## src/rtl/zx_cart_mapper.sv

```systemverilog
// rtl/zx_cart_mapper.sv - ZX cartridge bank mapper: port-0x7F bank select, self-lock, readback
module zx_cart_mapper #(
   parameter int BANK_W        = 6,
   parameter int MODE          = 0,
   parameter int SELF_LOCK_VAL = 10,
   parameter int RESET_BANK    = 0,
   parameter int SYNC_STAGES   = 2
) (
   input  logic              clk,
   input  logic              reset_n,
   input  logic              iorq_n,
   input  logic              rd_n,
   input  logic              wr_n,
   input  logic              mreq_n,
   input  logic              m1_n,
   input  logic              A7,
   input  logic              A13,
   input  logic              A14,
   input  logic              A15,
   input  logic [7:0]        D_in,
   output logic [7:0]        D_out,
   output logic              D_oe,
   output logic              ZX_ROM_blk,
   output logic              CR_ROM_oe_n,
   output logic [BANK_W-1:0] CR_ROM_A,
   output logic              locked
);

   localparam logic [BANK_W-1:0] RESET_BANK_V = BANK_W'(RESET_BANK);
   localparam logic [6:0]        RESET_EXT    = 7'(RESET_BANK);

   logic [SYNC_STAGES-1:0]      iorq_p, rd_p, wr_p, m1_p, a7_p, fill;
   logic [SYNC_STAGES-1:0][7:0] d_p;
   logic                        iorq_s, rd_s, wr_s, m1_s, a7_s;
   logic [7:0]                  d_s;
   logic                        acc, acc_wr, acc_prev, evt, lock_hit;
   logic [BANK_W-1:0]           bank;
   logic [6:0]                  bank_ext;
   logic                        unused_d;

   assign iorq_s = iorq_p[SYNC_STAGES-1];
   assign rd_s   = rd_p[SYNC_STAGES-1];
   assign wr_s   = wr_p[SYNC_STAGES-1];
   assign m1_s   = m1_p[SYNC_STAGES-1];
   assign a7_s   = a7_p[SYNC_STAGES-1];
   assign d_s    = d_p[SYNC_STAGES-1];
   assign unused_d = &{1'b0, d_s};

   assign acc      = ~iorq_s & m1_s & ~a7_s & (~rd_s | ~wr_s);
   assign acc_wr   = acc & ~wr_s;
   assign evt      = acc & ~acc_prev;
   assign lock_hit = (32'(bank) == SELF_LOCK_VAL);

   always_comb begin
      bank_ext = '0;
      bank_ext[BANK_W-1:0] = bank;
   end

   always_ff @(posedge clk) begin
      if (!reset_n) begin
         iorq_p   <= '1;
         rd_p     <= '1;
         wr_p     <= '1;
         m1_p     <= '1;
         a7_p     <= '1;
         d_p      <= '1;
         fill     <= '0;
         acc_prev <= 1'b1;
         bank     <= RESET_BANK_V;
         locked   <= 1'b0;
         D_out    <= {1'b0, RESET_EXT};
      end else begin
         iorq_p <= {iorq_p[SYNC_STAGES-2:0], iorq_n};
         rd_p   <= {rd_p[SYNC_STAGES-2:0], rd_n};
         wr_p   <= {wr_p[SYNC_STAGES-2:0], wr_n};
         m1_p   <= {m1_p[SYNC_STAGES-2:0], m1_n};
         a7_p   <= {a7_p[SYNC_STAGES-2:0], A7};
         d_p    <= {d_p[SYNC_STAGES-2:0], D_in};
         fill   <= {fill[SYNC_STAGES-2:0], 1'b1};
         // Keep acc_prev high until the synchronisers have refilled, so a cycle
         // already in progress at reset release never looks like a new access.
         acc_prev <= acc | ~fill[SYNC_STAGES-1];
         if (evt && !locked) begin
            if (MODE == 0) begin
               bank <= bank + BANK_W'(1);
               if (lock_hit)
                  locked <= 1'b1;
            end else if (acc_wr) begin
               bank <= d_s[BANK_W-1:0];
               if (d_s[7])
                  locked <= 1'b1;
            end
         end
         D_out <= {locked, bank_ext};
      end
   end

   // Read-side enables come straight from the raw bus to fit the CPU read window.
   assign D_oe        = (MODE == 1) & ~iorq_n & m1_n & ~rd_n & ~A7 & ~locked;
   assign CR_ROM_oe_n = A15 | A14 | A13 | rd_n | mreq_n | locked;
   assign ZX_ROM_blk  = ~CR_ROM_oe_n;
   assign CR_ROM_A    = bank;

endmodule

```

## config.mk

```make
export PLATFORM = sky130hd
export DESIGN_NAME = zx_cart_mapper
export DESIGN_NICKNAME = d
export VERILOG_FILES = /design/src/rtl/zx_cart_mapper.sv
export SDC_FILE = /design/constraint.sdc
export NUM_CORES = 1
export LEC_CHECK = 0
export CORE_ASPECT_RATIO = 1.25
export CORE_MARGIN = 2
export CORE_UTILIZATION = 42
export CTS_CLUSTER_SIZE = 25
export DETAILED_ROUTE_END_ITERATION = 10
export GPL_TIMING_DRIVEN = 1
export PLACE_DENSITY_LB_ADDON = 0.2
export SLEW_MARGIN = 40
export SYNTH_ARGS = -nofsm -noshare
export SYNTH_HDL_FRONTEND = slang
export SYNTH_SLANG_ARGS = --single-unit
```

## constraint.sdc

```tcl
create_clock -name clk -period 1.99 [get_ports clk]
set_input_delay 0.398 -clock clk [delete_from_list [all_inputs] [get_ports clk]]
set_output_delay 0.398 -clock clk [all_outputs]
set_load 0.05 [all_outputs]
```

==> flow_summary.ini, run 1 <==
[worst_setup_path]
cp_data_arrival_time_ns = 1.51
crit_path_end_kind = primary output
ff2ff_path_depth = 4
rr_startpoint = CR_ROM_A[1]
reg2reg_slack_ns = 0.49
cp.depth = 1
critPathMaxFanout = 4
worst_setup_path_start_kind = register
r2r_end = locked
path_delay_family = buffers and inverters
max_stage_delay_ns = 0.81
worstPathCellList = clkdlybuf4s50_1
critPathSlowestCell = clkdlybuf4s50_1
worst-endpoint-required_ns = 1.59
cp_num_buf_inv = 1
crit_type = register to primary output

[sta]
final.setup.tns_ns = 0
timing.final.crit_share = 0.9597
final.min_clock_period_ns = 1.910
rsz0062_at_grt = no
slew_limit_fails = 0
finalSetupViolations = 0
fmax_mhz = 523.6
post-route-worst-setup-slack_ns = 0.08011
slew_headroom = 0.6660
hold_viol = 0
worst_clock_skew_ns = 0.001648
worst_slew_pin_slew_ns = 0.5002

[drt]
drt_pass1_iterations = 4
detail_route.wirelength_mm = 1.565
route.detailed.wl_per_inst_um = 10.30
routed-via-count = 715
initialDrtViolationCount = 5
drt_drc_violations_left = 0
vias_cell = 4.704
ant_nets = 0

[job]
max_cap_violations = 0

[hold_path]
worstHoldEndpoint = wr_p[1]
min_path_cells = 1
hold_path.startpoint = wr_p[0]
min-delay-path-class = register to register

[logic_synthesis]
synth.avg_cell_area_um2 = 10.53
synth_edf_count = 0
synth_cell_type_count = 26
async_reset_ff_frac = 0
syn_inst = 92
yosysSeqAreaShare = 0.5581
postSynthRegisterBits = 27
yosys_warnings = 0
syn-cell-area_um2 = 968.4
synth_flop_cell = dfxtp_1

[power_and_ir_drop]
ir_drop_uv = 573.0
power.static_leakage_uw = 0.0005573
power_density_nw_per_um2 = 644.2

[cts]
cts_buffers = 3
clockBufferDepth = 2
clkLatencyLatePin_ns = 0.31
clkSinkCount = 27
cts-root-buf = clkbuf_4
postcts_setup_bufs = 0
tritoncts = done
ctsHtreeMaxLevel = 1
worst_setup_hold_path_clk_slew_ns = 0.13

[placed_design]
postPlaceCellArea_um2 = 1279
finalWeightedCongestion = 0.8035
port_buffers = 26
place_hpwl_mm = 1.224
place_ws_ns = 0.2237

[finish]
antennaDiodeCount = 0
finish.instance_area_um2 = 1309
layout-area-overhead-vs-synth_pct = 35.14
share_of_cells_above_drive_strength_1 = 0.09091
design.final.nets = 143
layout_commonest_cell = dfxtp_1
final_cell_mix = dfxtp_1 (27), clkdlybuf4s50_1 (19), nand2b_1 (11), nor2_1 (9), and2_1 (7)

[global_routing]
global_route_wire_length_before_repair_mm = 2.656
track_usage = 0.1347
grt.overflow.total = 0
first_global_vias = 678
grt_start_max_net_pins = 15
grt_antenna_before_repair = 0

[die]
dieArea_um2 = 2708
site_row_count = 19
design.portCount = 37
die_width_um = 46.95
placeableCoreArea_um2 = 2187
initial_core_util = 0.4428
dieHeight_um = 57.69

[run_status]
run_status = finished, final reports clean
[worst max path at each step]
stage,startpoint,to,slack (ns)
after global routing,CR_ROM_A[3],CR_ROM_A[3],0.0004
after floorplan,locked,CR_ROM_oe_n,0.08
final,CR_ROM_A[3],CR_ROM_A[3],0.08
after CTS,CR_ROM_A[0],CR_ROM_A[0],0.01
after detailed placement,rd_n,CR_ROM_oe_n,0.22
after global placement,rd_n,CR_ROM_oe_n,0.23
[routing by layer]
metal	routed length (µm)	GRT usage	vias to the layer above
met2	806	0.2250	21
met3	66	0.02181	8
li1	-	-	364
met1	634	0.1488	322
met5	0	0	-
met4	59	0.09127	0
[cells in the mapped netlist, types with 2 or more instances]
library cell  number  share of area
dfxtp_1           27           0.56
nand2b_1          11          0.071
nor2_1             9          0.035
and2_1             7          0.045
inv_1              4          0.015
mux2_1             4          0.047
nor3_1             4          0.021
a31oi_1            2          0.013
buf_4              2          0.015
clkbuf_1           2         0.0078
ha_1               2          0.026
nand2_1            2         0.0078
nor4_1             2          0.013
o21a_1             2          0.015
[cells by family after synthesis]
logic type      synth area share
flops                     0.5581
fa+ha+maj                0.02584
buf+inv                  0.03875
simple gates              0.2726
compound gates           0.05426
mux                      0.04651
other cells             0.003872
[stage by stage]
| stage | std cells | total power (µW) | hold WS, ns | util |
|---|---|---|---|---|
| after detailed placement | 148 | 633.5 | 0.3918 | 0.5847 |
| final | 152 | 843.1 | 0.4198 | 0.5984 |
| after global routing | 152 | 893.4 | 0.4397 | 0.5984 |
| after floorplan | 93 | 605.7 | 0.3825 | - |
| after global placement | 148 | 632.3 | 0.3904 | 0.5847 |
| after CTS | 152 | 857.0 | 0.4234 | 0.5961 |
[area by class of cell]
type | instances | area [µm²]
clock buffers | 4 | 26.28
fillers | 210 | 878.3
inverters | 4 | 15.01
multi-input cells | 58 | 394.1
flip-flops and latches | 27 | 540.5
well taps | 31 | 38.79
repair buffers | 28 | 294.0
[state kept, by name, indices dropped and copies added, names as in the netlist]
signal,flops
CR_ROM_A,6
D_out,7
wr_p,2
m1_p,2
a7_p,2
fill,2
iorq_p,2
acc_prev,1
rd_p,2
locked,1
[where the power goes]
group	total [µW]	internal [µW]	switching [µW]
registers	558	553	4.65
clock network	222	78.3	144
logic	63.5	32.5	31.0
total	843	664	179
[what timing repair did]
action                     4_1_cts  5_1_grt
setup endpoints to repair        1        2
resized for setup                1        2
hold buffers                     0        0
Note: power is estimated with default switching activity, not from simulation.
==> run 2, diff against run 1 <==
- ABC_CLOCK_PERIOD_IN_PS: unset -> 1990
- CTS_CLUSTER_SIZE: 25 -> unset
==> results of run 2 <==
Same layout as run 1: the final DEF is identical, and so are final timing and power.
==> run 3, diff against run 2 <==
- ABC_CLOCK_PERIOD_IN_PS: 1990 -> 1900
- clock period: 1.99 -> 1.9 ns (I/O delays scaled with it)
==> run 3 against run 2 <==
Net effect: design area shrank 0.96%; routed wire length is 3.1% lower; clock skew increased by 0.0046 ns; first-iteration DRC count stayed put; flip-flop and latch count is the same; global-route usage decreased by 0.67 points; register-to-register slack worse by 0.08 ns; power grew 4.9%; critical endpoint is now D_out[3].
==> flow_summary.ini, run 3 (synthesized netlist as in run 1, its figures left out) <==
[run_status]
run_status = finished, final reports clean

[drt]
ant_nets = 0
drt_drc_violations_left = 0
vias_cell = 4.645
drt_pass1_iterations = 2
route.detailed.wl_per_inst_um = 9.980
routed-via-count = 706
detail_route.wirelength_mm = 1.517
initialDrtViolationCount = 5

[cts]
clockBufferDepth = 2
clkLatencyLatePin_ns = 0.31
cts-root-buf = clkbuf_4
postcts_setup_bufs = 0
cts_buffers = 3
clkSinkCount = 27
hold_buffers = 0
tritoncts = done
worst_setup_hold_path_clk_slew_ns = 0.14
ctsHtreeMaxLevel = 1

[die]
dieArea_um2 = 2708
initial_core_util = 0.4428
die_width_um = 46.95
placeableCoreArea_um2 = 2187
design.portCount = 37
site_row_count = 19
dieHeight_um = 57.69

[global_routing]
grt.overflow.total = 0
grt_antenna_before_repair = 0
track_usage = 0.1280
first_global_vias = 631
global_route_wire_length_before_repair_mm = 2.518
grt_start_max_net_pins = 16

[power_and_ir_drop]
comb_power_share = 0.075
total_power_uw = 884.2
sw_frac_of_total = 0.2176
ir_drop_uv = 568.0
p_int_uw = 691.8
power_density_nw_per_um2 = 682.1
power.static_leakage_uw = 0.0005335
total_switching_power_uw = 192.4
share_seq_of_total_power = 0.660
share_clk_of_total_power = 0.264

[hold_path]
min_path_cells = 1
min-delay-path-class = register to register

[finish]
largest_register = D_out
share_of_cells_above_drive_strength_1 = 0.1240
layout-area-overhead-vs-synth_pct = 33.85
antennaDiodeCount = 0
layout_commonest_cell = dfxtp_1
number_of_fill_cells_in_the_layout = 209
design.final.nets = 143
largest_reg_flops = 7
final_cell_mix = dfxtp_1 (27), clkdlybuf4s50_1 (17), nand2b_1 (11), nor2_1 (9)
finish.instance_area_um2 = 1296

[placed_design]
postPlaceCellArea_um2 = 1271
place_hpwl_mm = 1.184
port_buffers = 26
finalWeightedCongestion = 0.8098

[job]
max_cap_violations = 0

[worst_setup_path]
worst_setup_path_start_kind = register
critPathCapture = D_out[3]
max_stage_delay_ns = 0.79
reg2reg_slack_ns = 0.41
cp.depth = 1
critPathSlowestCell = clkdlybuf4s50_1
crit_type = register to primary output
path_delay_family = buffers and inverters
critPathMaxFanout = 1
cp_num_buf_inv = 1
rr_startpoint = CR_ROM_A[1]
timing.critical_path.from = D_out[3]
r2r_end = locked
crit_path_end_kind = primary output
worst-endpoint-required_ns = 1.52
worstPathCellList = clkdlybuf4s50_1
cp_data_arrival_time_ns = 1.44
ff2ff_path_depth = 4

[sta]
final.setup.tns_ns = 0
final.min_clock_period_ns = 1.819
timing.final.crit_share = 0.9573
fmax_mhz = 549.8
worst_clock_skew_ns = 0.006280
rsz0062_at_grt = no
hold_viol = 0
finalSetupViolations = 0
slew_limit_fails = 0
fin_worst_hold_slack_ns = 0.4179
-- run 3: changes by cell type in the layout (fill, tap and decap cells not counted), sizes merged --
cell	previous run	this run
clkinv	0	1
dlygate4sd2	1	2
clkdlybuf4s50	19	17
clkbuf	4	3
dlymetal6s2s	2	0
buf	6	9
-- run 3: metrics by stage --
stage          setup WS [ns]  std cells  utilization
2_1_floorplan        0.01155         93            -
3_3_place_gp          0.1775        148       0.5812
3_5_place_dp          0.1591        148       0.5812
4_1_cts              0.05363        152       0.5927
5_1_grt             0.002027        152       0.5927
6_report             0.08107        152       0.5927
-- run 3: metal layers --
layer / vias up / share of wire / track usage
met4: 0 / 0.016 / 0.07143
met3: 4 / 0.038 / 0.01869
met1: 323 / 0.43 / 0.1567
met5: - / 0 / 0
met2: 17 / 0.51 / 0.2074
li1: 362 / - / -
-- run 3: timing repair --
item | CTS | global route
endpoints found under the hold margin | 0 | 0
endpoints found under the setup margin | 2 | 0
resized for setup | 2 | 0
-- run 3: layout make-up --
class                      count  area, µm²  share of cell area
sequential                    27      540.5              0.4170
multi-input combinational     58      394.1              0.3041
timing repair buffer          28      280.3              0.2162
tap                           31      38.79             0.02992
clock buffer                   3      22.52             0.01737
inverter                       4      15.01             0.01158
clock inverter                 1      5.005            0.003861
-- run 3: power by group through the flow --
stage,Clock (µW),Combinational [µW],Sequential [µW]
detailed placement,0,67.2,596
CTS,248,67.4,584
global route,268,73.7,586
floorplan,0,39.1,595
global placement,0,66.0,596
finish,234,66.7,584
-- run 3: worst min-delay path by stage --
stage / slack [ns] / startpoint / endpoint
2_1_floorplan: 0.38 / fill[1] / acc_prev
3_3_place_gp: 0.39 / wr_p[0] / wr_p[1]
3_5_place_dp: 0.39 / rd_p[0] / rd_p[1]
4_1_cts: 0.41 / fill[1] / acc_prev
5_1_grt: 0.43 / fill[1] / acc_prev
6_report: 0.42 / fill[1] / acc_prev
-- run 3: worst register-to-register path, cell delays in order (launching register included) --
cell     delay, ns
dfxtp_1       0.45
ha_1          0.18
or4b_1        0.45
nor3_1        0.23
o21a_1        0.14
==> RTL change 1, RTL diff (flow settings as in run 2) <==
Change the parameter `SYNC_STAGES` from 2 to 4.
--- a/src/rtl/zx_cart_mapper.sv
+++ b/src/rtl/zx_cart_mapper.sv
@@ -4,7 +4,7 @@
    parameter int MODE          = 0,
    parameter int SELF_LOCK_VAL = 10,
    parameter int RESET_BANK    = 0,
-   parameter int SYNC_STAGES   = 2
+   parameter int SYNC_STAGES   = 4
 ) (
    input  logic              clk,
    input  logic              reset_n,
Formal check against the unedited RTL: not equivalent (Yosys sat finds a counterexample within 10 cycles, from zero or initial values and one cycle with reset_n low).
==> RTL change 1 against run 2 <==
- design area up 24%
- synthesized cell count increased by 25%
- maximum frequency fell by 1.0%
- count of clock-buffer cells in the layout increased by 2
- sequential cell count is 12 higher
- worst setup slack lost 20 ps
- wire length up 13%
- critical path depth is the same
- clock skew rose by 8.2 ps
- power rose by 47%
- area after synthesis is 31% higher
- critical path type unchanged
- largest cell class unchanged
- largest power group unchanged
==> RTL change 1: results (changes against run 2) <==
The register with the most flip-flops is D_out (unchanged). The total half-perimeter wirelength after legalization and detailed placement is 1270 um (was 1220 um). The delay of the slowest critical-path stage was 810 ps (about the same). The overall track demand over capacity in global routing was 0.115 (was 0.135). The share of cells above drive strength 1 is 0.110 (was 0.0909). Result of the run: finished clean (unchanged). The routed wire length came out at 1760 um (was 1570 um). The worst reg-to-reg setup slack came to 580 ps (was 490 ps). The signal arrival time at the worst endpoint came out at 1530 ps (was 1510 ps). Ranking of synthesized cells by area: dfxtp_1 61%, nand2b_1 9.8%, and2_1 5.9%, ha_1 2.0%, nor4_4 1.7% (was dfxtp_1 56%, nand2b_1 7.1%, mux2_1 4.7%, and2_1 4.5%, nor2_1 3.5%). The path category of the worst min-delay check is register to register (unchanged). The root buffer selected by CTS was clkbuf_4 (unchanged). The clock-pin transition on the worst setup and hold timing paths was 110 ps (was 130 ps). The most instantiated flip-flop cell in the synthesis netlist is dfxtp_1 (unchanged).

The pin count of the biggest net entering global routing is 32 (was 15). The number of library cell types mapped by synthesis came out at 26 (unchanged). The maximum VDD drop is 0.601 mV (was 0.573 mV).

The via density per instance is 4.51 (was 4.70). The net total in the final layout came out at 165 (was 143). The top fanout value on the critical path came out at 4 (unchanged).

The final weighted congestion of routability-driven global placement is 0.817 (was 0.804). The number of flip-flops under the largest register name came to 7 (unchanged). The wire length of the first global-routing pass is 2820 um (was 2660 um).

The cell type of the slowest stage on the worst timing path was clkdlybuf4s50_1 (unchanged). The share of flip-flops with an asynchronous set or reset after synthesis came out at 0 (unchanged). The setup clock skew after layout is 9.85 ps (was 1.65 ps). Top post-synthesis cells by count: 39 x dfxtp_1, 20 x nand2b_1, 12 x and2_1 (was 27 x dfxtp_1, 11 x nand2b_1, 9 x nor2_1).

The static leakage is 0.666 nW (was 0.557 nW). The number of synthesis warnings is 0 (unchanged). The H-tree depth was 2 (was 1). The kind of cell adding the most delay to the critical path is buffers and inverters (unchanged). The number of antenna cells inserted was 0 (unchanged). The number of fillers in the final layout is 278 (was 210). The violation count after the first detailed-routing iteration is 8 (was 5). The number of nets with antenna violations after routing came out at 0 (unchanged). The detailed-router iteration count before antenna repair is 4 (unchanged). The initial antenna violation count came out at 0 (unchanged). The sequential element share of the synthesized area came out at 0.614 (was 0.558). The number of global-route vias before repair is 679 (was 678).

The total clock buffers created by CTS is 5 (was 3). The maximum clock path buffer count came out at 2 (unchanged). The count of buffers from port buffering is 26 (unchanged). The source-to-sink clock delay at the later pin of the worst-skew pair was 340 ps (was 310 ps). The worst max-slew margin expressed relative to the limit came out at 0.666 (about the same).
-- RTL change 1: cell count changes in the layout (fill, tap and decap cells not counted), sizes merged, moves of 3 or more --
cell           run 2  this run
nand2b            11        20
dfxtp             27        39
nor3               4         0
mux2               4         1
nand2              2         5
nor3b              0         3
and2               7        12
nor2               9         5
nand3              1         4
-- RTL change 1: worst reg2reg max path, cell delays in order, from the launching register on --
cell and delay (ps):
dfxtp_1 340, nor3b_4 290, nand2_4 120, nor4_4 220, mux2_1 340
-- RTL change 1: where the power goes --
part | internal [mW] | switching (mW)
clock network | 0.136 | 0.242
registers | 0.798 | 0.00332
logic | 0.0319 | 0.0284
-- RTL change 1: path summary, 6_finish.rpt --
check / startpoint / endpoint / depth (start not counted)
min reg2reg: fill[3]$_SDFF_PN0_ / acc_prev$_SDFF_PN1_ / 1
min: fill[3]$_SDFF_PN0_ / acc_prev$_SDFF_PN1_ / 1
max: CR_ROM_A[5]$_SDFFE_PN0P_ / CR_ROM_A[5] / 1
max reg2reg: iorq_p[3]$_SDFF_PN1_ / CR_ROM_A[5]$_SDFFE_PN0P_ / 4
-- RTL change 1: metal layers --
metal  vias to the layer above  global-route usage  share of wire
met5                         -                   0              0
li1                        421                   -              -
met1                       368               0.117           0.41
met3                         2              0.0705          0.077
met2                        26               0.185           0.51
met4                         0              0.0481          0.012
-- RTL change 1: stage by stage --
stage,utilization,instances,hold WS [ps],setup WS [ps]
after CTS,0.557,181,393,47.2
after global routing,0.557,181,413,2.68
after floorplan,-,116,353,103
after global placement,0.539,173,362,237
after detailed placement,0.539,173,367,216
final,0.557,181,388,60.2
-- RTL change 1: timing repair --
item	in CTS	in global routing
buffers inserted	0	0
setup endpoints to repair	1	0
gates resized for setup	1	0
-- RTL change 1: cell type report --
cell class,count,area (um2),share of cell area
flip-flops and latches,39,781,0.481
clock inverters,2,12.5,0.00770
repair buffers,27,279,0.172
inverters,4,15.0,0.00924
multi-input cells,67,450,0.277
well taps,36,45.0,0.0277
clock buffers,6,41.3,0.0254
-- RTL change 1: cell families after synthesis --
logic type / after synthesis / synth area share
muxes: 1 / 0.00885
DFF: 39 / 0.614
other: 1 / 0.00295
xor gates and xnor gates: 2 / 0.0138
and+or+nand+nor: 54 / 0.271
adders and majority gates: 2 / 0.0197
AOI/OAI and AO/OA: 6 / 0.0344
buffers and inverters: 10 / 0.0354
==> RTL change 2, RTL diff (config.mk and constraints of run 2) <==
Made on the original files. Register the input `iorq_n` before use. The logic sees it one clock later. The other inputs are not delayed to match.
--- a/src/rtl/zx_cart_mapper.sv
+++ b/src/rtl/zx_cart_mapper.sv
@@ -28,6 +28,12 @@
 
    localparam logic [BANK_W-1:0] RESET_BANK_V = BANK_W'(RESET_BANK);
    localparam logic [6:0]        RESET_EXT    = 7'(RESET_BANK);
+
+   logic iorq_n_q;
+
+   always_ff @(posedge clk) begin
+      iorq_n_q <= iorq_n;
+   end
 
    logic [SYNC_STAGES-1:0]      iorq_p, rd_p, wr_p, m1_p, a7_p, fill;
    logic [SYNC_STAGES-1:0][7:0] d_p;
@@ -70,7 +76,7 @@
          locked   <= 1'b0;
          D_out    <= {1'b0, RESET_EXT};
       end else begin
-         iorq_p <= {iorq_p[SYNC_STAGES-2:0], iorq_n};
+         iorq_p <= {iorq_p[SYNC_STAGES-2:0], iorq_n_q};
          rd_p   <= {rd_p[SYNC_STAGES-2:0], rd_n};
          wr_p   <= {wr_p[SYNC_STAGES-2:0], wr_n};
          m1_p   <= {m1_p[SYNC_STAGES-2:0], m1_n};
@@ -96,7 +102,7 @@
    end
 
    // Read-side enables come straight from the raw bus to fit the CPU read window.
-   assign D_oe        = (MODE == 1) & ~iorq_n & m1_n & ~rd_n & ~A7 & ~locked;
+   assign D_oe        = (MODE == 1) & ~iorq_n_q & m1_n & ~rd_n & ~A7 & ~locked;
    assign CR_ROM_oe_n = A15 | A14 | A13 | rd_n | mreq_n | locked;
    assign ZX_ROM_blk  = ~CR_ROM_oe_n;
    assign CR_ROM_A    = bank;
Behaviour: not the same (a bounded check fails within 10 cycles, from zero or initial values and one cycle with reset_n low).
==> RTL change 2 against run 2 <==
- area after synthesis is 2.1% higher
- sequential cell count rose by 1
- die area grew 1.9%
- combinational power down 3%
- sequential power increased by 3.8%
- worst setup slack got worse by 15 ps
- power up 7.7%
- first-iteration DRC count rose to 2.8 times the old value
- critical path depth is the same
- wire length increased by 8.8%
- via count is 0.56% lower
- design area increased by 2.0%
- critical path type unchanged
- largest power group unchanged
- highest routed layer unchanged
==> RTL change 2: results (changes against run 2) <==
The number of cells produced by synthesis came out at 93 (was 92). The average routed wire per standard cell is 11.2 um (was 10.3 um). The actual slew at the worst max-slew pin is 500 ps (about the same). The sequential element share of the synthesized area came out at 0.567 (was 0.558). The H-tree depth came out at 1 (unchanged). The XOR/XNOR share of the synthesized area is 0 (unchanged). The source-to-sink clock delay at the later pin of the worst-skew pair is 320 ps. The count of buffers from port buffering came out at 26 (unchanged). The initial antenna violation count is 0 (unchanged). The area of placed instances came out at 0.00129 mm2 (was 0.00128 mm2). The fraction of the mapped netlist area in compound gates came out at 0.0532 (was 0.0543). The register cell area after layout came out at 561 um2 (was 541 um2). The synthesis-stage register bit count is 28 (was 27).

The clock tree cell share of total cell area came out at 0.0272 (was 0.0201). The root buffer selected by CTS is clkbuf_4 (unchanged). Top post-synthesis cells by count: 28 x dfxtp_1, 11 x nand2b_1, 9 x nor2_1 (was 27 x dfxtp_1, 11 x nand2b_1, 9 x nor2_1). The violation count after the first detailed-routing iteration was 14 (was 5). The register with the most flip-flops is D_out (unchanged). The switching part of the total came to 0.211 (was 0.213). The share of cells above drive strength 1 is 0.0826 (was 0.0909). The vias after detailed routing came out at 711 (was 715).

Result of the run: finished clean (unchanged). The maximum VDD drop came to 0.529 mV (was 0.573 mV). The overall track demand over capacity in global routing came out at 0.145 (was 0.135). The post-placement worst setup slack is 223 ps (was 224 ps). The total half-perimeter wirelength after legalization and detailed placement came to 1350 um (was 1220 um). The wire length of the first global-routing pass is 2840 um (was 2660 um).

The number of fillers in the final layout came out at 199 (was 210). The top fanout value on the critical path is 4 (unchanged). The final weighted congestion of routability-driven global placement came out at 0.809 (was 0.804).

The fraction of the mapped netlist area in adder cells is 0.0253 (was 0.0258). Ranking of synthesized cells by area: dfxtp_1 57%, nand2b_1 7.0%, mux2_1 4.6%, and2_1 4.4%, nor2_1 3.4% (was dfxtp_1 56%, nand2b_1 7.1%, mux2_1 4.7%, and2_1 4.5%, nor2_1 3.5%). The non-clock buffering overhead in the final layout came out at 0.217 (was 0.225). The number of global-route vias before repair is 637 (was 678). The static leakage was 0.588 nW (was 0.557 nW).

The signal arrival time at the worst endpoint is 1530 ps (was 1510 ps). The setup clock skew after layout was 9.23 ps (was 1.65 ps). The number of max-cap violations is 0 (unchanged). The full die area came out at 0.00276 mm2 (was 0.00271 mm2). The number of non-clock inverters in the layout came out at 4 (unchanged). The share of flip-flops with an asynchronous set or reset after synthesis was 0 (unchanged).

The via density per instance came out at 4.68 (was 4.70). The portion of netlist area occupied by mux cells came to 0.0456 (was 0.0465). The pin count of the biggest net entering global routing is 18 (was 15). The non-clock buffer instance count of the final layout is 27 (was 28). The clock-pin transition on the worst setup and hold timing paths came out at 150 ps (was 130 ps). The multi-input logic area came out at 394 um2 (unchanged). The multi-input logic portion of the cell area came out at 0.295 (was 0.301).
RTL change 2: changes by cell type in the layout (fill, tap and decap cells not counted):
| cell | before | now |
|---|---|---|
| dlygate4sd2_1 | 1 | 2 |
| buf_4 | 4 | 2 |
| dlymetal6s2s_1 | 2 | 3 |
| clkbuf_1 | 1 | 0 |
| clkbuf_8 | 0 | 1 |
| clkdlybuf4s50_1 | 19 | 18 |
| dfxtp_1 | 27 | 28 |
RTL change 2: timing repair:
item	in CTS	in global routing
setup endpoints to repair	2	3
cloned	0	0
gates resized for setup	2	3
pin swaps	0	0
RTL change 2: power by group through the flow:
| stage | clock network (mW) | registers, mW | logic (mW) |
|---|---|---|---|
| 3_3_place_gp | 0 | 0.591 | 0.0612 |
| 6_report | 0.268 | 0.579 | 0.0618 |
| 3_5_place_dp | 0 | 0.591 | 0.0624 |
| 4_1_cts | 0.273 | 0.579 | 0.0626 |
| 5_1_grt | 0.298 | 0.581 | 0.0681 |
| 2_1_floorplan | 0 | 0.590 | 0.0373 |
RTL change 2: metal layers:
metal,routed length [um],global-route usage,vias to the layer above
li1,-,-,366
met1,716,0.175,328
met2,914,0.236,15
met3,54,0.0280,2
met4,17,0.0714,0
met5,0,0,-
RTL change 2: path summary, 6_finish.rpt:
kind / from / end / slack (ps) / depth (start not counted)
min reg2reg: wr_p[0]$_SDFF_PN1_ / wr_p[1]$_SDFF_PN1_ / 420 / 1
max reg2reg: CR_ROM_A[0]$_SDFFE_PN0P_ / locked$_SDFFE_PN0P_ / 470 / 5
max: CR_ROM_A[4]$_SDFFE_PN0P_ / CR_ROM_A[4] / 70 / 1
min: wr_p[0]$_SDFF_PN1_ / wr_p[1]$_SDFF_PN1_ / 420 / 1
